==> src/rtl/nn_mem_pkg.sv <==
// Shared widths and loader state encoding for the conv input/output memory host interface.
package nn_mem_pkg;

  localparam int DIM_ADDR_W = 9;
  localparam int DIM_DATA_W = 16;
  localparam int DOM_ADDR_W = 3;

  typedef enum logic [2:0] {
    IDLE,
    LOAD,
    DRAIN,
    GO,
    RUN
  } loader_state_t;

endpackage

==> src/rtl/ldr_watchdog.sv <==
// Run-phase watchdog for the input RAM loader.
// It counts enabled cycles from a clear, and flags the cycle on which the count reaches TIMEOUT_CYCLES-1.
module ldr_watchdog #(
  parameter int TIMEOUT_CYCLES = 1024
) (
  input  logic clk,
  input  logic reset,
  input  logic clear,
  input  logic enable,
  output logic expired
);

  localparam int CNT_W = (TIMEOUT_CYCLES > 1) ? $clog2(TIMEOUT_CYCLES) : 1;
  localparam logic [CNT_W-1:0] LAST = CNT_W'(TIMEOUT_CYCLES - 1);

  logic [CNT_W-1:0] count;

  always_ff @(posedge clk) begin
    if (reset) begin
      count <= '0;
    end else if (clear) begin
      count <= '0;
    end else if (enable) begin
      count <= count + CNT_W'(1);
    end
  end

  // The loader leaves RUN on expiry, so the counter never wraps while it matters.
  assign expired = enable && (count == LAST);

endmodule

==> src/rtl/input_ram_loader.sv <==
// Host-side writer for the conv input RAM: takes one frame from a valid/ready stream, hands the RAM
// to the conv top with a go pulse, then waits for finish under a watchdog and reports done.
module input_ram_loader
  import nn_mem_pkg::*;
#(
  parameter int ADDR_W         = DIM_ADDR_W,
  parameter int DATA_W         = DIM_DATA_W,
  parameter int WORD_COUNT     = 256,
  parameter int BASE_ADDR      = 0,
  parameter int TIMEOUT_CYCLES = 1024
) (
  input  logic              clk,
  input  logic              reset,
  input  logic              start,
  input  logic              s_valid,
  input  logic [DATA_W-1:0] s_data,
  output logic              s_ready,
  output logic [ADDR_W-1:0] ldr__dim__address,
  output logic              ldr__dim__enable,
  output logic              ldr__dim__write,
  output logic [DATA_W-1:0] ldr__dim__data,
  output logic              dim_owner,
  output logic              ldr__dut__go,
  input  logic              dut__ldr__finish,
  output logic              busy,
  output logic              done,
  output logic              timeout
);

  localparam int IDX_W = $clog2(WORD_COUNT + 1);
  localparam logic [IDX_W-1:0] LAST_IDX = IDX_W'(WORD_COUNT - 1);

  if (WORD_COUNT < 1 || TIMEOUT_CYCLES < 1) begin : g_bad_count
    $error("input_ram_loader: WORD_COUNT and TIMEOUT_CYCLES must be >= 1");
  end
  if (BASE_ADDR < 0 || BASE_ADDR + WORD_COUNT > (2 ** ADDR_W)) begin : g_bad_range
    $error("input_ram_loader: BASE_ADDR+WORD_COUNT exceeds the input RAM address space");
  end

  loader_state_t    state, next_state;
  logic [IDX_W-1:0] idx;
  logic             handshake;
  logic             expired;

  ldr_watchdog #(
    .TIMEOUT_CYCLES(TIMEOUT_CYCLES)
  ) u_watchdog (
    .clk    (clk),
    .reset  (reset),
    .clear  (state == GO),
    .enable (state == RUN),
    .expired(expired)
  );

  // NOTE: sequential state uses non-blocking assignments so every register samples pre-edge values.
  always_ff @(posedge clk) begin
    if (reset) begin
      state <= IDLE;
    end else begin
      state <= next_state;
    end
  end

  // NOTE: every always_comb output gets a default first, so no path can infer a latch.
  always_comb begin
    next_state = state;
    s_ready    = 1'b0;
    busy       = 1'b1;
    unique case (state)
      IDLE: begin
        busy = 1'b0;
        if (start) next_state = LOAD;
      end
      LOAD: begin
        s_ready = 1'b1;
        if (s_valid && idx == LAST_IDX) next_state = DRAIN;
      end
      DRAIN: next_state = GO;
      GO:    next_state = RUN;
      RUN:   if (dut__ldr__finish || expired) next_state = IDLE;
      default: next_state = IDLE;
    endcase
  end

  assign handshake = s_valid && s_ready;

  // Registered outputs are decoded from next_state so owner and go line up with the state they belong to.
  always_ff @(posedge clk) begin
    if (reset) begin
      idx               <= '0;
      ldr__dim__address <= '0;
      ldr__dim__enable  <= 1'b0;
      ldr__dim__write   <= 1'b0;
      ldr__dim__data    <= '0;
      dim_owner         <= 1'b0;
      ldr__dut__go      <= 1'b0;
      done              <= 1'b0;
      timeout           <= 1'b0;
    end else begin
      ldr__dim__enable <= handshake;
      ldr__dim__write  <= handshake;
      if (handshake) begin
        ldr__dim__address <= ADDR_W'(BASE_ADDR) + ADDR_W'(idx);
        ldr__dim__data    <= s_data;
        idx               <= idx + IDX_W'(1);
      end
      if (state == IDLE && start) begin
        idx     <= '0;
        timeout <= 1'b0;
      end
      dim_owner    <= (next_state == LOAD) || (next_state == DRAIN);
      ldr__dut__go <= (next_state == GO);
      done         <= (state == RUN) && (dut__ldr__finish || expired);
      // Finish wins over a coincident expiry.
      if (state == RUN && expired && !dut__ldr__finish) timeout <= 1'b1;
    end
  end

endmodule

==> config.mk <==
export PLATFORM = sky130hd
export DESIGN_NAME = input_ram_loader
export DESIGN_NICKNAME = d
export VERILOG_FILES = /design/src/rtl/nn_mem_pkg.sv /design/src/rtl/ldr_watchdog.sv /design/src/rtl/input_ram_loader.sv
export SDC_FILE = /design/constraint.sdc
export NUM_CORES = 1
export LEC_CHECK = 0
export ABC_AREA = 1
export CAP_MARGIN = 25
export CORE_ASPECT_RATIO = 0.9
export CORE_MARGIN = 2
export CORE_UTILIZATION = 43
export DETAILED_ROUTE_END_ITERATION = 8
export PLACE_DENSITY = 0.73
export RECOVER_POWER = 100
export SLEW_MARGIN = 20
export SYNTH_ARGS = -nofsm -noshare
export SYNTH_HDL_FRONTEND = slang
export SYNTH_SLANG_ARGS = --single-unit
==> constraint.sdc <==
create_clock -name clk -period 1.43 [get_ports clk]
set_input_delay 0.143 -clock clk [delete_from_list [all_inputs] [get_ports clk]]
set_output_delay 0.143 -clock clk [all_outputs]
set_load 0.02 [all_outputs]
==> results, run 1 <==
- After clock tree synthesis, the clock-pin slew on the worst setup and hold paths is 0.10 ns.
- The number of max-slew violations in the final report is 0.
- The wire length per cell is around 12 um.
- Counting every sink on the clock net gives 52.
- CTS built an H-tree with a depth of 2.
- By area the synthesized netlist is led by dfxtp_1 (49%), nor2_1 (8.5%), o21ai_0 (6.8%).
- The final count of negative-setup-slack endpoints is 2.
- The termination of the worst setup path is state[0]$_SDFF_PP0_.
- The share of the Yosys chip area taken by registers is 0.489.
- The number of placement rows is 24.
- After routing the design area is 0.00287 mm^2.
- The area of the core is 0.00480 mm^2.
- The combined area of all synthesized cells is 0.00213 mm^2.
- The final layout contains 366 nets.
- The count of nets left with antenna violations once routing finished came out at 0.
- The dominant synthesized flop cell is dfxtp_1.
- The most common cell in the synthesized netlist is dfxtp_1.
- After technology mapping, the gate count stands at 272.
- The share of async-settable or async-resettable flops after synthesis is 0.
- For this design the static power due to leakage is about 1.1 nW.
- VDD sags by at most 0.586 mV.
- The worst register-to-register path ends at state[0]$_SDFF_PP0_.
- The layout overhead on the synthesized area is 35.1%.
- In this run, the number of DRC markers left after iteration 0 of detailed routing was 72.
- The logic gate share of total power is 0.132.
- The commonest cells after synthesis are dfxtp_1 (52), nor2_1 (48), nand2_1 (37).
- Of the cells placed in the final design, the portion with a size suffix greater than 1 is 0.157.
- The number of cells on the worst hold path is 3.
- Entering global routing, the biggest net connects 23 pins.
- After synthesis the netlist holds a flip-flop and latch count of 52.
- The routed design has roughly 5000 um of wire.
- The run finished, with violations left.
- Max-cap violations in this run came to 0.
- The detail-routed via count per cell is 4.79.
- The startpoint type of the worst setup path is a register.
- The switching power is 0.733 mW.
- The hold violation count in the final report was 0.
- The power per standard cell area is 1040 mW/mm^2.
- The chip width is 78.1 um.
- The filler cell count is 449.
- The count of vias placed by the detailed router is 1956.
- Pin placement for this block handled 54 I/O pins.
- The total overflow reported by the global router is 0.
- The largest total area in the synthesized netlist belongs to dfxtp_1.
- The kind of end point of the critical path is a register.
- For the worst-skew pair, the clock arrives at the later sink with an insertion delay of 0.30 ns.
- Dividing the final minimum period by the clock period gives 1.05.
- The maximum clock frequency is roughly 670 MHz.
- The number of clock buffers inserted by TritonCTS is 5.
- For the pin with the worst max-slew slack, the measured transition is 0.396 ns.
- The area of the die is 0.00553 mm^2.
- The switching share of power is 0.246.
- The worst reg2reg path startpoint is idx[0]$_SDFFE_PP0P_.
- Subtracting the final worst setup slack from the clock period gives 1.50 ns.
- The start point of the critical path is idx[0]$_SDFFE_PP0P_.
- By startpoint and endpoint, the worst setup path is classified as register to register.
- The clock network fraction of design power is 0.353.
- The placement-stage cell area is approximately 0.0028 mm^2.
- The congestion estimate from routability-driven global placement came to 0.881.
- Yosys printed 0 warnings.
- In the post-route analysis, the smallest setup slack over all paths is -0.0694 ns.
- The checks that failed: negative setup slack.
- The cell chosen for the clock root is clkbuf_8.
- The first global-routing pass estimated 8200 um of wire.
- For this run, design rule violations remaining after detail routing come to 0.
- In the global route stage, overall resource usage came out at 0.185.
- The first-pass iteration count of the detailed router is 4.
- Cell internal power was estimated by the tool at approximately 2.2 mW.
- The length in cells of the worst reg-to-reg path is 9.
- The starting density of the core is 0.443.
- Once detailed placement completed, the half-perimeter wirelength came to between 3000 and 4000 um.
- The number of global-route vias before repair was 1819.
- Data on the critical path arrives at its endpoint at 1.70 ns.
- Headroom to the max-slew limit came out at 0.735.
- The largest clock skew in the final design is 0.00789 ns.
- 0 antenna diodes ended up in the layout.
- The share of synthesized area in the top cell type comes to 0.489.
- The tightest min-delay check is of the input pin to register type.
- Yosys mapped a number of flops with a built-in enable equal to 0.
- Averaged over all synthesized cells, the footprint is 7.82 um^2.
- Synthesis instantiated 32 different standard cells from the library.
- In this run the tool buffered the top-level ports with 53 buffer cells.
- Setup repair after global routing could not meet its margin everywhere.
- The maximum buffer depth of the clock tree is 2.
- The total placed cells including tap cells is 399.
- The initial antenna violation count is 0.
- The die height is 70.7 um.
- In this run the worst path has a maximum fanout of 2.
- For the worst setup path, the data required time is 1.63 ns.
- The portion of total power attributed to sequential cells is 0.515.
- For this run, the number of standard cells in the final layout without fillers is between 400 and 500.
- TritonCTS built the clock tree.
- For flop-to-flop paths, the worst setup slack is -0.07 ns.
- The count of hold-fix buffers inserted at cts is 0.
- The number of nets handed over by synthesis was around 300.
[metal layers]
layer / track usage / up-vias / share of wire
met2: 0.296 / 54 / 0.46
met3: 0.0421 / 10 / 0.050
li1: - / 1014 / -
met4: 0.0702 / 0 / 0.018
met5: 0 / - / 0
met1: 0.245 / 878 / 0.47
[cell families after synthesis]
family | synth area share
xor+xnor | 0.0124
simple gates | 0.253
fa+ha+maj | 0.0176
compound gates | 0.145
buf+inv | 0.0823
flops | 0.489
[registers in the layout (all words and copies together), names as in the netlist]
register / cells
u_watchdog.count: 10
state: 3
dim_owner: 1
done: 1
idx: 9
ldr__dut__go: 1
ldr__dim__write: 1
timeout: 1
ldr__dim__address: 9
ldr__dim__data: 16
[worst min-delay path by stage]
stage	startpoint	endpoint	slack [ns]
floorplan	s_data[10]	ldr__dim__data[10]$_SDFFE_PP0P_	0.31
global placement	idx[5]$_SDFFE_PP0P_	idx[5]$_SDFFE_PP0P_	0.44
detailed placement	idx[7]$_SDFFE_PP0P_	idx[7]$_SDFFE_PP0P_	0.45
CTS	dut__ldr__finish	done$_SDFF_PP0_	0.44
global route	s_data[2]	ldr__dim__data[2]$_SDFFE_PP0P_	0.46
finish	dut__ldr__finish	done$_SDFF_PP0_	0.44
[power groups by stage]
stage	sequential (mW)	combinational, mW	clock, mW
4_1_cts	1.53	0.438	1.08
3_5_place_dp	1.57	0.441	0
6_report	1.54	0.394	1.05
5_1_grt	1.54	0.433	1.14
2_1_floorplan	1.63	0.155	0
3_3_place_gp	1.57	0.436	0
[cell type report]
| class | count | area, um^2 | share of cell area |
|---|---|---|---|
| clock buffers | 6 | 82.6 | 0.0287 |
| inverters | 27 | 101 | 0.0353 |
| clock inverters | 2 | 38.8 | 0.0135 |
| well taps | 65 | 81.3 | 0.0283 |
| repair buffers | 73 | 569 | 0.198 |
| multi-input cells | 183 | 956 | 0.333 |
| flip-flops and latches | 52 | 1040 | 0.364 |
[stage by stage]
step                      setup slack, ns   util  setup TNS (ns)  hold WS, ns  power (mW)
after floorplan                    0.0319      -               0        0.306        1.78
after global placement             0.0325  0.591               0        0.444        2.00
after detailed placement          -0.0457  0.591         -0.0457        0.453        2.01
after CTS                         0.00298  0.616               0        0.438        3.05
after global routing               -0.139  0.598           -2.01        0.455        3.12
final                             -0.0694  0.598         -0.0969        0.442        2.98
[critical path: stages (launching register included)]
cell and delay [ns]:
dfxtp_2 0.36, ha_4 0.14, nand2_2 0.06, nor3_2 0.19
nand2_1 0.09, nor2_2 0.12, ha_2 0.18, nand2_2 0.05
a21oi_1 0.13, a21oi_1 0.07
[what timing repair did]
item | 4_1_cts | 5_1_grt
pin swaps | 1 | 6
endpoints found under the setup margin | 7 | 58
resized for setup | 9 | 35
buffers inserted | 0 | 1
[cells in the final DEF, fill, tap and decap left out, types with 2 or more instances in the layout]
cell             instances
a21oi_2                  2
nor2_4                   2
clkbuf_8                 6
nor3_2                   3
nor2_1                  46
or2_1                    2
or2_0                    2
nor3_1                   3
nand3_1                  9
dfxtp_1                 49
nand2_2                  5
a21oi_1                 22
o21ai_1                  2
nand4_1                  4
dlygate4sd2_1            4
inv_1                   24
nand2_1                 34
clkbuf_1                19
inv_2                    2
o21ai_0                 28
xor2_1                   3
buf_4                   17
nor2_2                   5
dfxtp_2                  3
a211oi_1                 2
clkdlybuf4s50_1         29
(Power assumes the default switching activity.)
==> run 2, diff against run 1 <==
--- a/config.mk
+++ b/config.mk
@@ -11,6 +11,7 @@
 export CORE_MARGIN = 2
 export CORE_UTILIZATION = 43
 export DETAILED_ROUTE_END_ITERATION = 8
+export GPL_ROUTABILITY_DRIVEN = 0
 export PLACE_DENSITY = 0.73
 export RECOVER_POWER = 100
 export SLEW_MARGIN = 20
==> results of run 2 <==
Same layout as run 1: the final DEF is identical, and so are final timing and power.
==> edit 1, RTL diff (config.mk and constraints of run 2) <==
`TIMEOUT_CYCLES` is set to 1024 in 2 places; all go to 2048.
--- a/src/rtl/ldr_watchdog.sv
+++ b/src/rtl/ldr_watchdog.sv
@@ -3,3 +3,3 @@
 module ldr_watchdog #(
-  parameter int TIMEOUT_CYCLES = 1024
+  parameter int TIMEOUT_CYCLES = 2048
 ) (
--- a/src/rtl/input_ram_loader.sv
+++ b/src/rtl/input_ram_loader.sv
@@ -9,3 +9,3 @@
   parameter int BASE_ADDR      = 0,
-  parameter int TIMEOUT_CYCLES = 1024
+  parameter int TIMEOUT_CYCLES = 2048
 ) (
Formal check against the unedited RTL: same outputs for any inputs over 10 cycles, from zero or initial values and one cycle with reset high; that may be too few to reach the edited logic, so the function may still have changed.
==> edit 1 against run 2 <==
- sequential cell count up 1
- global-route usage fell by 0.19 points
- via count rose by 3.3%
- synthesized area increased by 2.4%
- clock skew fell by 0.0038 ns
- setup slack improved by 0.089 ns
- total power is 1.3% lower
- highest routed layer unchanged
- routed wire length decreased by 1.3%
- final cell count grew 2.0%
- utilization up 0.93 points
- critical path depth decreased by 3
- cell area rose by 2.8%
==> edit 1: results (changes against run 2) <==
- Outcome: completed (was finished with violations)
- Vias per cell: 4.86 (was 4.79)
- Vias in the first global route: 1,825 (was 1,819)
- Mean Syn Cell Area: 7.59 sq um (was 7.82 sq um)
- Proportion of layout cells with a drive suffix above 1: 12.3% (was 15.7%)
- Routed via count: 2,020 (was 1,956)
- Int Power: 2.23 mW (was 2.25 mW)
- Tightest Pin Transition: 0.374 ns (was 0.396 ns)
- Layout Nets: 375 (was 366)
- Dpl cells: 408 (was 399)
- Maximum vdd drop: 538 uV (was 586 uV)
- Top cells by count, synth: 53 x dfxtp_1, 52 x nor2_1, 42 x nand2_1, 28 x inv_1, 28 x o21ai_0 (was 52 x dfxtp_1, 48 x nor2_1, 37 x nand2_1, 29 x o21ai_0)
- Worst-case clock buffer depth: 2 (unchanged)
- WL met3: 280 microns (was 255 microns)
- Critical Path Max Stage Delay: 0.38 ns (was 0.36 ns)
- DP HPWL: 3450 microns (was 3650 microns)
- Worst skew pair latency: roughly 0.29 ns
- Final Skew: 0.00409 ns (was 0.00789 ns)
- Worst path slowest cell: dfxtp_1 (was dfxtp_2)
- Dominant cells by area after synthesis: dfxtp_1 49%, nor2_1 9.0%, nand2_1 7.2%, o21ai_0 6.4%, a21oi_1 6.0% (was dfxtp_1 49%, nor2_1 8.5%, o21ai_0 6.8%, nand2_1 6.5%, a21oi_1 5.6%)
- Family with the most delay on the worst path: flip-flops (was simple AND/OR/NAND/NOR gates)
- Initial DRC count: 103 (was 72)
- Clock power share: 33.0% (was 35.3%)
- Leakage: 1.12 nW (was 1.10 nW)
- Reg2reg path depth: 6 (was 9)
- Combinational share of power: 13.9% (was 13.2%)
- Met1 wire length: 2440 microns (was 2380 microns)
- Largest regs: ldr__dim__data: 16 flops, u_watchdog.count: 11 flops (was ldr__dim__data: 16 flops, u_watchdog.count: 10 flops)
- WL met2: 2260 microns (was 2340 microns)
- Pin count of the biggest net entering global routing: 31 (was 23)
- Met3 Track Usage GR: 5.16% (was 4.21%)
- Sequential cell area fraction in the yosys report: 48.7% (was 48.9%)
- Drt total wl: 5010 microns (was 5070 microns)
- Synth cell types: 29 (was 32)
- Met2 Usage GRT: 28.2% (was 29.6%)
- Crit path max fanout: 23 (was 2)
- CP arrival: 1.59 ns (was 1.70 ns)
- Placed Instance Area: 0.00287 sq mm (was 0.00284 sq mm)
- First-pass GRT wire length: 8270 microns (was 8200 microns)
-- edit 1: changes by cell type in the layout (fill, tap and decap cells not counted), sizes merged, moves of 4 or more --
cell and change:
clkdlybuf4s50 +7, inv +4, nand3 +4, clkbuf -7
nor3 -4, nor2 +4
-- edit 1: per-stage QoR --
| step | worst slack (ns) | power (mW) | utilization, % | hold WS, ns |
|---|---|---|---|---|
| floorplan | 0.0799 | 1.81 | - | 0.291 |
| detailed placement | 0.0180 | 2.03 | 59.0 | 0.455 |
| CTS | 0.0000144 | 3.00 | 61.1 | 0.426 |
| global placement | 0.0651 | 2.02 | 59.0 | 0.443 |
| finish | 0.0194 | 2.94 | 60.8 | 0.437 |
| global route | -0.0521 | 3.07 | 60.8 | 0.435 |
-- edit 1: worst paths after layout --
path	start	endpoint	slack, ns
setup reg to reg	state[1]	idx[3]	0.02
hold / removal	s_data[8]	ldr__dim__data[8]	0.44
hold reg to reg	timeout	timeout	0.48
setup / recovery	state[1]	idx[3]	0.02
-- edit 1: timing repair --
item / CTS / global route
hold endpoints to repair: 0 / 0
pin swaps: 0 / 4
setup endpoints to repair: 2 / 39
resized for setup: 4 / 38
setup buffers: 0 / 1
hold buffers: 0 / 0
-- edit 1: cells by family after synthesis --
kind of cell	count (synthesis)	share of synthesized area, %
AOI/OAI and AO/OA	60	14.3
xor gates and xnor gates	4	1.61
adders and majority gates	3	1.72
buffers and inverters	41	8.10
DFF	53	48.7
and+or+nand+nor	126	25.5
-- edit 1: area by class of cell --
type | instances | area [sq um]
Fill cell | 446 | 1910
Sequential cell | 53 | 1070
Multi-Input combinational cell | 193 | 997
Timing Repair Buffer | 68 | 589
Inverter | 30 | 113
Tap cell | 65 | 81.3
Clock buffer | 5 | 68.8
Clock inverter | 2 | 35.0
==> edit 2, RTL diff (flow settings as in run 2) <==
Made on the original files. Re-encode `loader_state_t` (5 states) as one-hot, 5 bits wide.
--- a/src/rtl/nn_mem_pkg.sv
+++ b/src/rtl/nn_mem_pkg.sv
@@ -7,8 +7,8 @@
 
-  typedef enum logic [2:0] {
-    IDLE,
-    LOAD,
-    DRAIN,
-    GO,
-    RUN
+  typedef enum logic [4:0] {
+    IDLE  = 5'b00001,
+    LOAD  = 5'b00010,
+    DRAIN = 5'b00100,
+    GO    = 5'b01000,
+    RUN   = 5'b10000
   } loader_state_t;
Function: no difference found for any inputs over 10 cycles, from zero or initial values and one cycle with reset high; not proved beyond that.
==> edit 2 against run 2 <==
- routed wire length is 1.4% higher
- critical path type is now reg2out
- utilization is 1.8 points higher
- combinational power is 34% lower
- clock skew hardly changed
- global-route usage is 1.0 points lower
- sequential power hardly changed
- setup slack better by 0.10 ns
- sequential cell count is 2 higher
- sequential share of layout area is 0.65 points lower
- critical path depth is 8 lower
- total power is 4.5% lower
- synthesized area is 5.2% higher
- cell area is 5.6% higher
==> edit 2: results (changes against run 2) <==
- Outcome: completed (was finished with violations)
- WL met3: 273 microns (was 255 microns)
- Worst path slowest cell: clkdlybuf4s50_1 (was dfxtp_2)
- Tightest Pin Transition: 0.277 ns (was 0.396 ns)
- Critical Path Max Stage Delay: 0.60 ns (was 0.36 ns)
- Pin count of the biggest net entering global routing: 29 (was 23)
- Initial DRC count: 50 (was 72)
- Family with the most delay on the worst path: buffers and inverters (was simple AND/OR/NAND/NOR gates)
- Met3 Track Usage GR: 4.73% (was 4.21%)
- Vias per cell: 4.87 (was 4.79)
- Vias in the first global route: 1,887 (was 1,819)
- WL met2: 2480 microns (was 2340 microns)
- Proportion of layout cells with a drive suffix above 1: 12.1% (was 15.7%)
- Synth cell types: 26 (was 32)
- Gr usage total: 17.4% (was 18.5%)
- Top cells by count, synth: 64 x nor2_1, 57 x nand2_1, 54 x dfxtp_1, 29 x inv_1, 25 x o21ai_0 (was 52 x dfxtp_1, 48 x nor2_1, 37 x nand2_1, 29 x o21ai_0)
- Mean Syn Cell Area: 7.43 sq um (was 7.82 sq um)
- Leakage: 1.27 nW (was 1.10 nW)
- DP HPWL: 3540 microns (was 3650 microns)
- Final cell count without fillers: 438 (was 408)
- Dpl cells: 429 (was 399)
- Final Skew: 0.00818 ns (was 0.00789 ns)
- Met2 Usage GRT: 30.3% (was 29.6%)
- CP arrival: 1.25 ns (was 1.70 ns)
- Dpl ws: -0.0448 ns (was -0.0457 ns)
- Met1 wire length: 2330 microns (was 2380 microns)
- Drt total wl: 5140 microns (was 5070 microns)
- Sequential cell area fraction in the yosys report: 48.3% (was 48.9%)
- Placed Instance Area: 0.00294 sq mm (was 0.00284 sq mm)
- Met1 usage: 21.0% (was 24.5%)
- Layout Nets: 397 (was 366)
- Int Power: 2.21 mW (was 2.25 mW)
## edit 2: cell types whose count changed after synthesis, sizes merged, moves of 3 or more
| cell | delta |
|---|---|
| o21ai | -5 |
| nor3 | -5 |
| nor2 | +14 |
| nand2 | +17 |
| nand4 | +3 |
| inv | +4 |
| or2 | -4 |
## edit 2: repair_timing
action	4_1_cts	5_1_grt
pin swaps	0	5
gates resized for setup	6	33
hold buffers	0	0
buffers inserted	0	1
gates cloned	0	1
endpoints found under the setup margin	3	57
## edit 2: path summary, 6_finish.rpt
kind / slack (ns) / end / cells after the start / start
max: 0.04 / ldr__dim__data[10] / 1 / ldr__dim__data[10]
min: 0.41 / ldr__dim__data[5] / 3 / s_data[5]
max reg2reg: 0.05 / u_watchdog.count[6] / 7 / state[2]
min reg2reg: 0.45 / timeout / 2 / timeout
## edit 2: power groups by stage
stage          Combinational (mW)  Sequential [mW]  Clock [mW]
2_1_floorplan              0.0972             1.60           0
3_3_place_gp                0.267             1.58           0
6_report                    0.261             1.54        1.04
3_5_place_dp                0.268             1.58           0
5_1_grt                     0.283             1.55        1.11
4_1_cts                     0.266             1.54        1.05
## edit 2: final cells by class
class	instances	area [sq um]
fillers	480	1890
well taps	65	81.3
clock buffers	6	82.6
clock inverters	1	30.0
inverters	31	121
multi-input cells	206	1000
flip-flops and latches	54	1080
repair buffers	75	634
## edit 2: cells by family after synthesis
kind of cell	after synthesis	synth area share, %
adders and majority gates	3	1.68
buffers and inverters	41	7.66
and+or+nand+nor	147	28.5
xor gates and xnor gates	7	2.74
DFF	54	48.3
AOI/OAI and AO/OA	49	11.1
